--- src/rtl/mul_top.sv ---
// mul_top: iterative RV32M multiplier (MUL, MULH, MULHSU, MULHU).
// Operands are latched as magnitudes on start. A radix-2 shift-add loop then
// builds the 2*XLEN-bit product, which is sign-corrected on the final edge.
// The upper or lower half is returned with a one-cycle done pulse.
// Optional feature macro: MUL_EARLY_OUT_EN. When defined, the loop finishes
// as soon as the remaining multiplier bits are all zero. Results are the same.
module mul_top #(
    parameter int XLEN = 32
) (
    input  logic            i_clk,
    input  logic            i_rst,
    input  logic            i_start,
    input  logic [2:0]      i_f3,
    input  logic [XLEN-1:0] i_rs1,
    input  logic [XLEN-1:0] i_rs2,
    output logic [XLEN-1:0] o_res,
    output logic            o_done,
    output logic            o_busy
);

    localparam int CW = $clog2(XLEN) + 1;
    localparam logic [CW-1:0] CNT_LAST = CW'(XLEN - 1);
    localparam logic [CW-1:0] CNT_ONE  = CW'(1);

    typedef enum logic [1:0] {
        ST_IDLE = 2'd0,
        ST_CALC = 2'd1,
        ST_DONE = 2'd2
    } state_t;

    state_t              state_r;
    state_t              state_nx_s;
    logic [1:0]          op_r;
    logic                neg_r;
    logic [2*XLEN-1:0]   a_r;
    logic [XLEN-1:0]     b_r;
    logic [2*XLEN-1:0]   p_r;
    logic [CW-1:0]       cnt_r;
    logic [XLEN-1:0]     res_r;
    logic                done_r;
    logic                busy_r;

    logic                rs1_neg_s;
    logic                rs2_neg_s;
    logic [XLEN-1:0]     a_mag_s;
    logic [XLEN-1:0]     b_mag_s;
    logic [2*XLEN-1:0]   p_next_s;
    logic [2*XLEN-1:0]   q_s;
    logic [XLEN-1:0]     b_shift_s;
    logic [XLEN-1:0]     res_sel_s;
    logic                last_s;
    logic                load_s;
    logic                step_s;
    logic                finish_s;
    logic                zero_s;

    // Operand decode: signedness per opcode, then magnitudes and product sign.
    // MUL/MULH treat both operands as signed, MULHSU only rs1, MULHU neither.
    // Negating 0x80000000 yields 0x80000000, which is the correct unsigned magnitude.
    always_comb begin
        rs1_neg_s = (i_f3[1:0] != 2'b11) && i_rs1[XLEN-1];
        rs2_neg_s = (i_f3[1] == 1'b0) && i_rs2[XLEN-1];
        if (rs1_neg_s) begin
            a_mag_s = -i_rs1;
        end else begin
            a_mag_s = i_rs1;
        end
        if (rs2_neg_s) begin
            b_mag_s = -i_rs2;
        end else begin
            b_mag_s = i_rs2;
        end
    end

    // One shift-add step. The sign correction and half selection are applied
    // to the post-step product, so the last CALC edge can register the result.
    always_comb begin
        if (b_r[0]) begin
            p_next_s = p_r + a_r;
        end else begin
            p_next_s = p_r;
        end
        if (neg_r) begin
            q_s = -p_next_s;
        end else begin
            q_s = p_next_s;
        end
        if (op_r == 2'b00) begin
            res_sel_s = q_s[XLEN-1:0];
        end else begin
            res_sel_s = q_s[2*XLEN-1:XLEN];
        end
        b_shift_s = b_r >> 1'b1;
`ifdef MUL_EARLY_OUT_EN
        last_s = (b_shift_s == {XLEN{1'b0}}) || (cnt_r == CNT_LAST);
`else
        last_s = (cnt_r == CNT_LAST);
`endif
    end

    // FSM state register.
    always_ff @(posedge i_clk) begin
        if (!i_rst) begin
            state_r <= ST_IDLE;
        end else begin
            state_r <= state_nx_s;
        end
    end

    // FSM next-state and datapath control strobes.
    always_comb begin
        state_nx_s = state_r;
        load_s     = 1'b0;
        step_s     = 1'b0;
        finish_s   = 1'b0;
        zero_s     = 1'b0;
        case (state_r)
            ST_IDLE: begin
                if (i_start) begin
                    load_s = 1'b1;
`ifdef MUL_EARLY_OUT_EN
                    if (b_mag_s == {XLEN{1'b0}}) begin
                        state_nx_s = ST_DONE;
                        zero_s     = 1'b1;
                    end else begin
                        state_nx_s = ST_CALC;
                    end
`else
                    state_nx_s = ST_CALC;
`endif
                end else begin
                    state_nx_s = ST_IDLE;
                end
            end
            ST_CALC: begin
                step_s = 1'b1;
                if (last_s) begin
                    state_nx_s = ST_DONE;
                    finish_s   = 1'b1;
                end else begin
                    state_nx_s = ST_CALC;
                end
            end
            ST_DONE: begin
                state_nx_s = ST_IDLE;
            end
            default: begin
                state_nx_s = ST_IDLE;
            end
        endcase
    end

    // Datapath registers, the held result and the registered status outputs.
    always_ff @(posedge i_clk) begin
        if (!i_rst) begin
            op_r   <= 2'b00;
            neg_r  <= 1'b0;
            a_r    <= {(2*XLEN){1'b0}};
            b_r    <= {XLEN{1'b0}};
            p_r    <= {(2*XLEN){1'b0}};
            cnt_r  <= {CW{1'b0}};
            res_r  <= {XLEN{1'b0}};
            done_r <= 1'b0;
            busy_r <= 1'b0;
        end else begin
            if (load_s) begin
                op_r  <= i_f3[1:0];
                neg_r <= rs1_neg_s ^ rs2_neg_s;
                a_r   <= {{XLEN{1'b0}}, a_mag_s};
                b_r   <= b_mag_s;
                p_r   <= {(2*XLEN){1'b0}};
                cnt_r <= {CW{1'b0}};
            end else if (step_s) begin
                p_r   <= p_next_s;
                a_r   <= a_r << 1'b1;
                b_r   <= b_shift_s;
                cnt_r <= cnt_r + CNT_ONE;
            end
            if (finish_s) begin
                res_r <= res_sel_s;
            end else if (zero_s) begin
                res_r <= {XLEN{1'b0}};
            end
            done_r <= (state_nx_s == ST_DONE);
            busy_r <= (state_nx_s != ST_IDLE);
        end
    end

    assign o_res  = res_r;
    assign o_done = done_r;
    assign o_busy = busy_r;

endmodule
--- config.mk ---
export PLATFORM = sky130hd
export DESIGN_NAME = mul_top
export DESIGN_NICKNAME = d
export VERILOG_FILES = /design/src/rtl/mul_top.sv
export SDC_FILE = /design/constraint.sdc
export NUM_CORES = 1
export LEC_CHECK = 0
export CAP_MARGIN = 20
export CORE_AREA = 2 2 260 262
export DETAILED_ROUTE_END_ITERATION = 8
export DIE_AREA = 0 0 262 264
export PLACE_DENSITY = 0.42
export SYNTH_ARGS = -nofsm -noshare
export SYNTH_HDL_FRONTEND = slang
export SYNTH_SLANG_ARGS = --single-unit
--- constraint.sdc ---
create_clock -name i_clk -period 4.9 [get_ports i_clk]
set_clock_uncertainty 0.05 [all_clocks]
set_input_delay 0.735 -clock i_clk [delete_from_list [all_inputs] [get_ports i_clk]]
set_output_delay 0.735 -clock i_clk [all_outputs]
set_load 0.01 [all_outputs]
# [Word-level counts from Yosys, hierarchy flattened]
# Cells that the tools add are included.
[totals] memories=0 mem_bits_ro=0 latchBits=0 wordCells=47 inputBits=70 ram_bits=0 out_inout_bits=34 reg_bits=205
[classes] bitwise_logic=3 magnitude_cmp=0 n_addsub=5 n_div=0 reduce_logical=7 mux=17 eq_ne=4 multipliers=0 shift=0
[op_table] op="$mux 32" n=7
[op_table] op="$mux 64" n=2
[op_table] op="$add 64x64->64" n=1
[op_table] op="$neg 32->32" n=2
[op_table] op="$neg 64->64" n=1
[op_table] op="$add 6x1->6 const B" n=1
[op_table] op="$eq 6x5->1 const B" n=1
[op_table] op="$mux 1" n=6
[op_table] op="$logic_not 2->1" n=2
[op_table] op="$pmux 2 s2" n=1
[op_table] op="$reduce_bool 2->1" n=2
[op_table] op="$eq 2x1->1 const B" n=1
[op_table] op="$eq 2x2->1 const B" n=1
[op_table] op="$logic_and 1x1->1" n=2
[op_table] op="$mux 2" n=1
[op_table] op="$ne 2x2->1 const B" n=1
[op_table] op="$not 1->1" n=2
[op_table] op="$reduce_or 2->1" n=1
[op_table] op="$xor 1x1->1" n=1

# [Depth between registers and ports, before layout]
[depth] depth_word=5 ltp_mapped=17 depth_no_buf=15

# [Worst setup path after synthesis]
# OpenSTA, ideal clock, no wires.
[synth_path] path_kind="reg-to-reg" from="register a_r[0]" to="register res_r[25], in the netlist o_res[25]" required_time_ns=4.721 setup_ns=0.129 path_slack_ns=0.060 t_arrival_ns=4.662 path_stages_with_launch=16 path_buffers=0 period_less_slack_ns=4.840 path_cell_list="dfxtp_1 ha_1 fa_1 a21o_1 a221o_1 a211o_1 and4_4 or4_4 a31o_1 or4_4 a211oi_4 nand3_4 or3_4 a32o_1 a2111oi_0 nor2_1"
[synth_between] elab_chain_len=5
[synth_rtl] element="start: declaration" line="35" source="logic [2*XLEN-1:0] a_r;"
[synth_rtl] element="start signal: assignment" line="158" source="a_r <= {(2*XLEN){1'b0}};"
[synth_rtl] element="start signal: assignment" line="169" source="a_r <= {{XLEN{1'b0}}, a_mag_s};"
[synth_rtl] element="start signal: assignment" line="175" source="a_r <= a_r << 1'b1;"
[synth_rtl] element="$add 64x64->64 (*)" line="79" source="p_next_s = p_r + a_r;"
[synth_rtl] element="$mux 64 (*)" line="78" source="if (b_r[0]) begin"
[synth_rtl] element="$neg 64->64" line="84" source="q_s = -p_next_s;"
[synth_rtl] element="$mux 64 (*)" line="83" source="if (neg_r) begin"
[synth_rtl] element="$mux 32 (*)" line="88" source="if (op_r == 2'b00) begin"
[synth_rtl] element="end signal: assignment" line="162" source="res_r <= {XLEN{1'b0}};"
[synth_rtl] element="end signal: assignment" line="180" source="res_r <= res_sel_s;"
[synth_rtl] element="end signal: assignment" line="182" source="res_r <= {XLEN{1'b0}};"
[synth_rtl] element="end: declaration" line="39" source="logic [XLEN-1:0] res_r;"
# Every way passes the cells marked *; elsewhere a longest branch is shown, timed or not.
# A chain may end at the register's enable or synchronous reset.

# [Worst setup path after layout]
[layout_path] from="register p_r[0]" to="register res_r[25], in the netlist o_res[25]"
[layout_between] elab_chain_len=5
[layout_rtl] element="start: declaration" line="37" source="logic [2*XLEN-1:0] p_r;"
[layout_rtl] element="start signal: assignment" line="160" source="p_r <= {(2*XLEN){1'b0}};"
[layout_rtl] element="start signal: assignment" line="171" source="p_r <= {(2*XLEN){1'b0}};"
[layout_rtl] element="start signal: assignment" line="174" source="p_r <= p_next_s;"
[layout_rtl] element="$add 64x64->64" line="79"
[layout_rtl] element="$mux 64 (*)" line="78"
[layout_rtl] element="$neg 64->64" line="84"
[layout_rtl] element="$mux 64 (*)" line="83"
[layout_rtl] element="$mux 32 (*)" line="88"
# Marked as above.

==> key figures <==
Status
  – Status: complete, but fails checks
  – Violated checks: negative setup slack

Cells and area
  – Final std cells w/o fill: 3544
  – Layout cells sized above 1: 19.4%
  – Nets: 2788
  – FILL cells: 7204
  – Area Growth Syn to Fin: 34.3%
  – Final core occ: 33.3%

STA
  – Worst-Margin Slew: between 1000 and 1500 ps
  – F_max: 204 MHz
  – Rel. slew slack: 23.7%
  – Fin. max-slew vios: 0
  – Tcrit/Tclk final: 100%
  – RSZ-0062 raised after global routing: true
  – Min Tclk post-route: just under 5000 ps
  – Count of final setup violators: 1
  – Hold Fails Final Rpt: 0
  – Setup WS post-layout: -4.18 ps

Logic synthesis
  – Distinct cells, synth: 90
  – Synthesized instance count: 2310
  – Synth warn: 0
  – Most instantiated cells after synthesis: 264 x nand2_1, 263 x a21oi_1, 234 x nor2_1, 205 x dfxtp_1, 138 x clkbuf_1
  – Post-synth EDFFs: 0
  – Synth top area cells: dfxtp_1 25%, a21oi_1 8.0%, nand2_1 6.0%
  – Post-synthesis sequential area ratio: between 20% and 30%
  – Asr flop ratio synth: 0%
  – Main flop type after synthesis: dfxtp_1
  – Synth area leader: dfxtp_1
  – Cell with the most instances after synthesis: nand2_1
  – Synth Net Count: 2448
  – Post-Syn Area per Cell: 7.14 um2
  – Number of synthesized register bits: 205
  – Yosys top cell area share: 24.9%
  – Mapped cell area: 0.0165 mm2

Clock tree
  – CTS tree: done
  – CTS HTree Levels: 1
  – CTS Buffer Depth: 3
  – Clock Latency Late Sink: 580 ps
  – CTS clk-pin slew, worst paths: 60 ps
  – Total CTS buffers: 27
  – CTS root buffer: clkbuf_16
  – Clock sinks: 205

Die
  – Die X: 262 um
  – I/O pin count: about 100
  – Starting density of the core: roughly a quarter
  – Core Area: 0.0666 mm2
  – Die Area: 0.0692 mm2
  – Die Ht: 264 um
  – Rows: 95

Global route
  – Antenna violations before repair: 6
  – Total gr overflow: 0
  – Largest net degree at the start of global routing: between 100 and 150
  – First-pass GRT wire length: 107000 um
  – Number of global-route vias before repair: 17900
  – Total track usage: approximately a fifth

Detailed routing
  – Vias post-DR: between 15000 and 20000
  – Routed Antenna Nets: 0
  – # DRC: 0
  – Post-Route WL: 70800 um
  – Initial drt markers: 1233
  – Via/cell ratio: ~5.2
  – WL per Instance: roughly 20 um
  – Pre-antenna DRT Iters: 5

Pwr
  – Max VDD drop: roughly 200 uV
  – Total power draw: 5730 uW
  – PwrDens: 258 mW/mm2
  – Leakage: about 0.0085 uW

Job
  – Max-capacitance violation count: 0

Placement
  – Setup WS pre-CTS: -398 ps
  – Gpl congestion: 0.915
  – Final HPWL DP: ~55000 um
  – I/O Buffers: 102
  – Inst Count DP: 3476

Setup path
  – Most Frequent Cell on Critical Path: or4_4
  – CP Class: flip-flop to flip-flop
  – CP bufs+invs: 1
  – Nature of the critical path startpoint: flip-flop
  – Worst path max stage delay: 530 ps
  – Worst Path Required: 5320 ps
  – Crit-path slowest cell: or4_4
  – Crit path max-delay family: compound AO/OA/AOI/OAI gates
  – CP cell instances: ha_4, fa_2, a21o_1, a221o_1, a211o_4, and4_4, or4_4, a31o_1, or4_4, a211oi_4, nand3_4, or3_4, a32o_1, a2111oi_2, buf_4, nor2_2
  – Worst Setup End Kind: flip-flop
  – Crit Path Max Fanout: 3
  – WP data arrival: 5330 ps

Worst hold path
  – Hold Path Class: flip-flop to flip-flop
==> cell type report <==
cell class | count | area [um2] | share of cell area (%)
multi-input combinational | 1855 | 11900 | 53.6
sequential | 205 | 4120 | 18.6
timing repair buffer | 472 | 3850 | 17.4
tap | 873 | 1090 | 4.93
clock buffer | 36 | 749 | 3.38
inverter | 89 | 334 | 1.51
clock inverter | 10 | 138 | 0.621
antenna | 4 | 10.0 | 0.0451
==> where the power goes <==
group          leakage, uW  total [uW]  switching [uW]  internal (uW)
combinational      0.00641        1860            1070            788
clock             0.000430        2040             818           1220
sequential         0.00168        1830            75.9           1760
==> cell families after synthesis <==
| group | after synthesis | synth area share (%) |
|---|---|---|
| adders and majority gates | 68 | 5.20 |
| DFF | 205 | 24.9 |
| buffers and inverters | 250 | 5.77 |
| and+or+nand+nor | 863 | 25.2 |
| xor gates and xnor gates | 113 | 6.00 |
| AOI/OAI and AO/OA | 776 | 30.8 |
| muxes | 35 | 2.23 |
==> per-stage QoR <==
stage          area, um2  TNS (ps)  hold WS [ps]
6_report           22200     -4.18           422
2_1_floorplan      16500         0           393
3_5_place_dp       20700     -2010           419
5_1_grt            22200      -398           453
3_3_place_gp       20700     -2450           410
4_1_cts            21700     -22.5           419
==> final timing paths <==
kind	depth (start not counted)	endpoint	from	slack, ps
worst max-delay path	16	o_res[25]$_SDFFE_PN0P_	p_r[0]$_SDFFE_PP0P_	-4
worst min-delay path	2	b_r[31]$_SDFFE_PN0P_	b_r[31]$_SDFFE_PN0P_	420
worst max register to register	16	o_res[25]$_SDFFE_PN0P_	p_r[0]$_SDFFE_PP0P_	-4
worst min register to register	2	b_r[31]$_SDFFE_PN0P_	b_r[31]$_SDFFE_PN0P_	420
==> flip-flops by register name, summed over array words and instances, names as in the netlist <==
| register | flops |
|---|---|
| a_r | 64 |
| b_r | 32 |
| cnt_r | 6 |
| neg_r | 1 |
| o_busy | 1 |
| o_done | 1 |
| o_res | 32 |
| op_r | 2 |
| p_r | 64 |
| state_r | 2 |
==> repair_timing <==
action / 4_1_cts / 5_1_grt
hold buffers: 0 / 0
setup endpoints to repair: 15 / 27
resized for setup: 22 / 67
pin swaps: 6 / 27
setup buffers: 1 / 18
==> per-layer routing <==
metal / routed length [um] / vias to the layer above / part of all wire (%) / track usage, %
met2: 33300 / 461 / 47 / 33.5
met1: 31900 / 8838 / 45 / 26.2
met4: 2080 / 2 / 2.9 / 5.85
li1: - / 9158 / - / -
met3: 3530 / 99 / 5.0 / 2.50
met5: 10 / - / 0.014 / 0
==> worst reg2reg max path, cell delays in order (launching register included) <==
cell	delay (ps)
dfxtp_2	340
ha_4	170
fa_2	340
a21o_1	220
a221o_1	350
a211o_4	370
and4_4	180
or4_4	420
a31o_1	230
or4_4	530
a211oi_4	340
nand3_4	140
or3_4	370
a32o_1	280
a2111oi_2	290
buf_4	170
nor2_2	30
==> placed cells by master, fill, tap and decap left out, drive strengths merged, types with 76 or more instances in the layout <==
| cell | synthesis | layout |
|---|---|---|
| nand2 | 264 | 264 |
| a211oi | 77 | 77 |
| nor2 | 234 | 234 |
| nor2b | 76 | 76 |
| clkdlybuf4s50 | 0 | 101 |
| dfxtp | 205 | 205 |
| o21ai | 136 | 136 |
| inv | 89 | 90 |
| buf | 23 | 371 |
| a21oi | 263 | 263 |
Note: power is estimated with default switching activity, not from simulation.
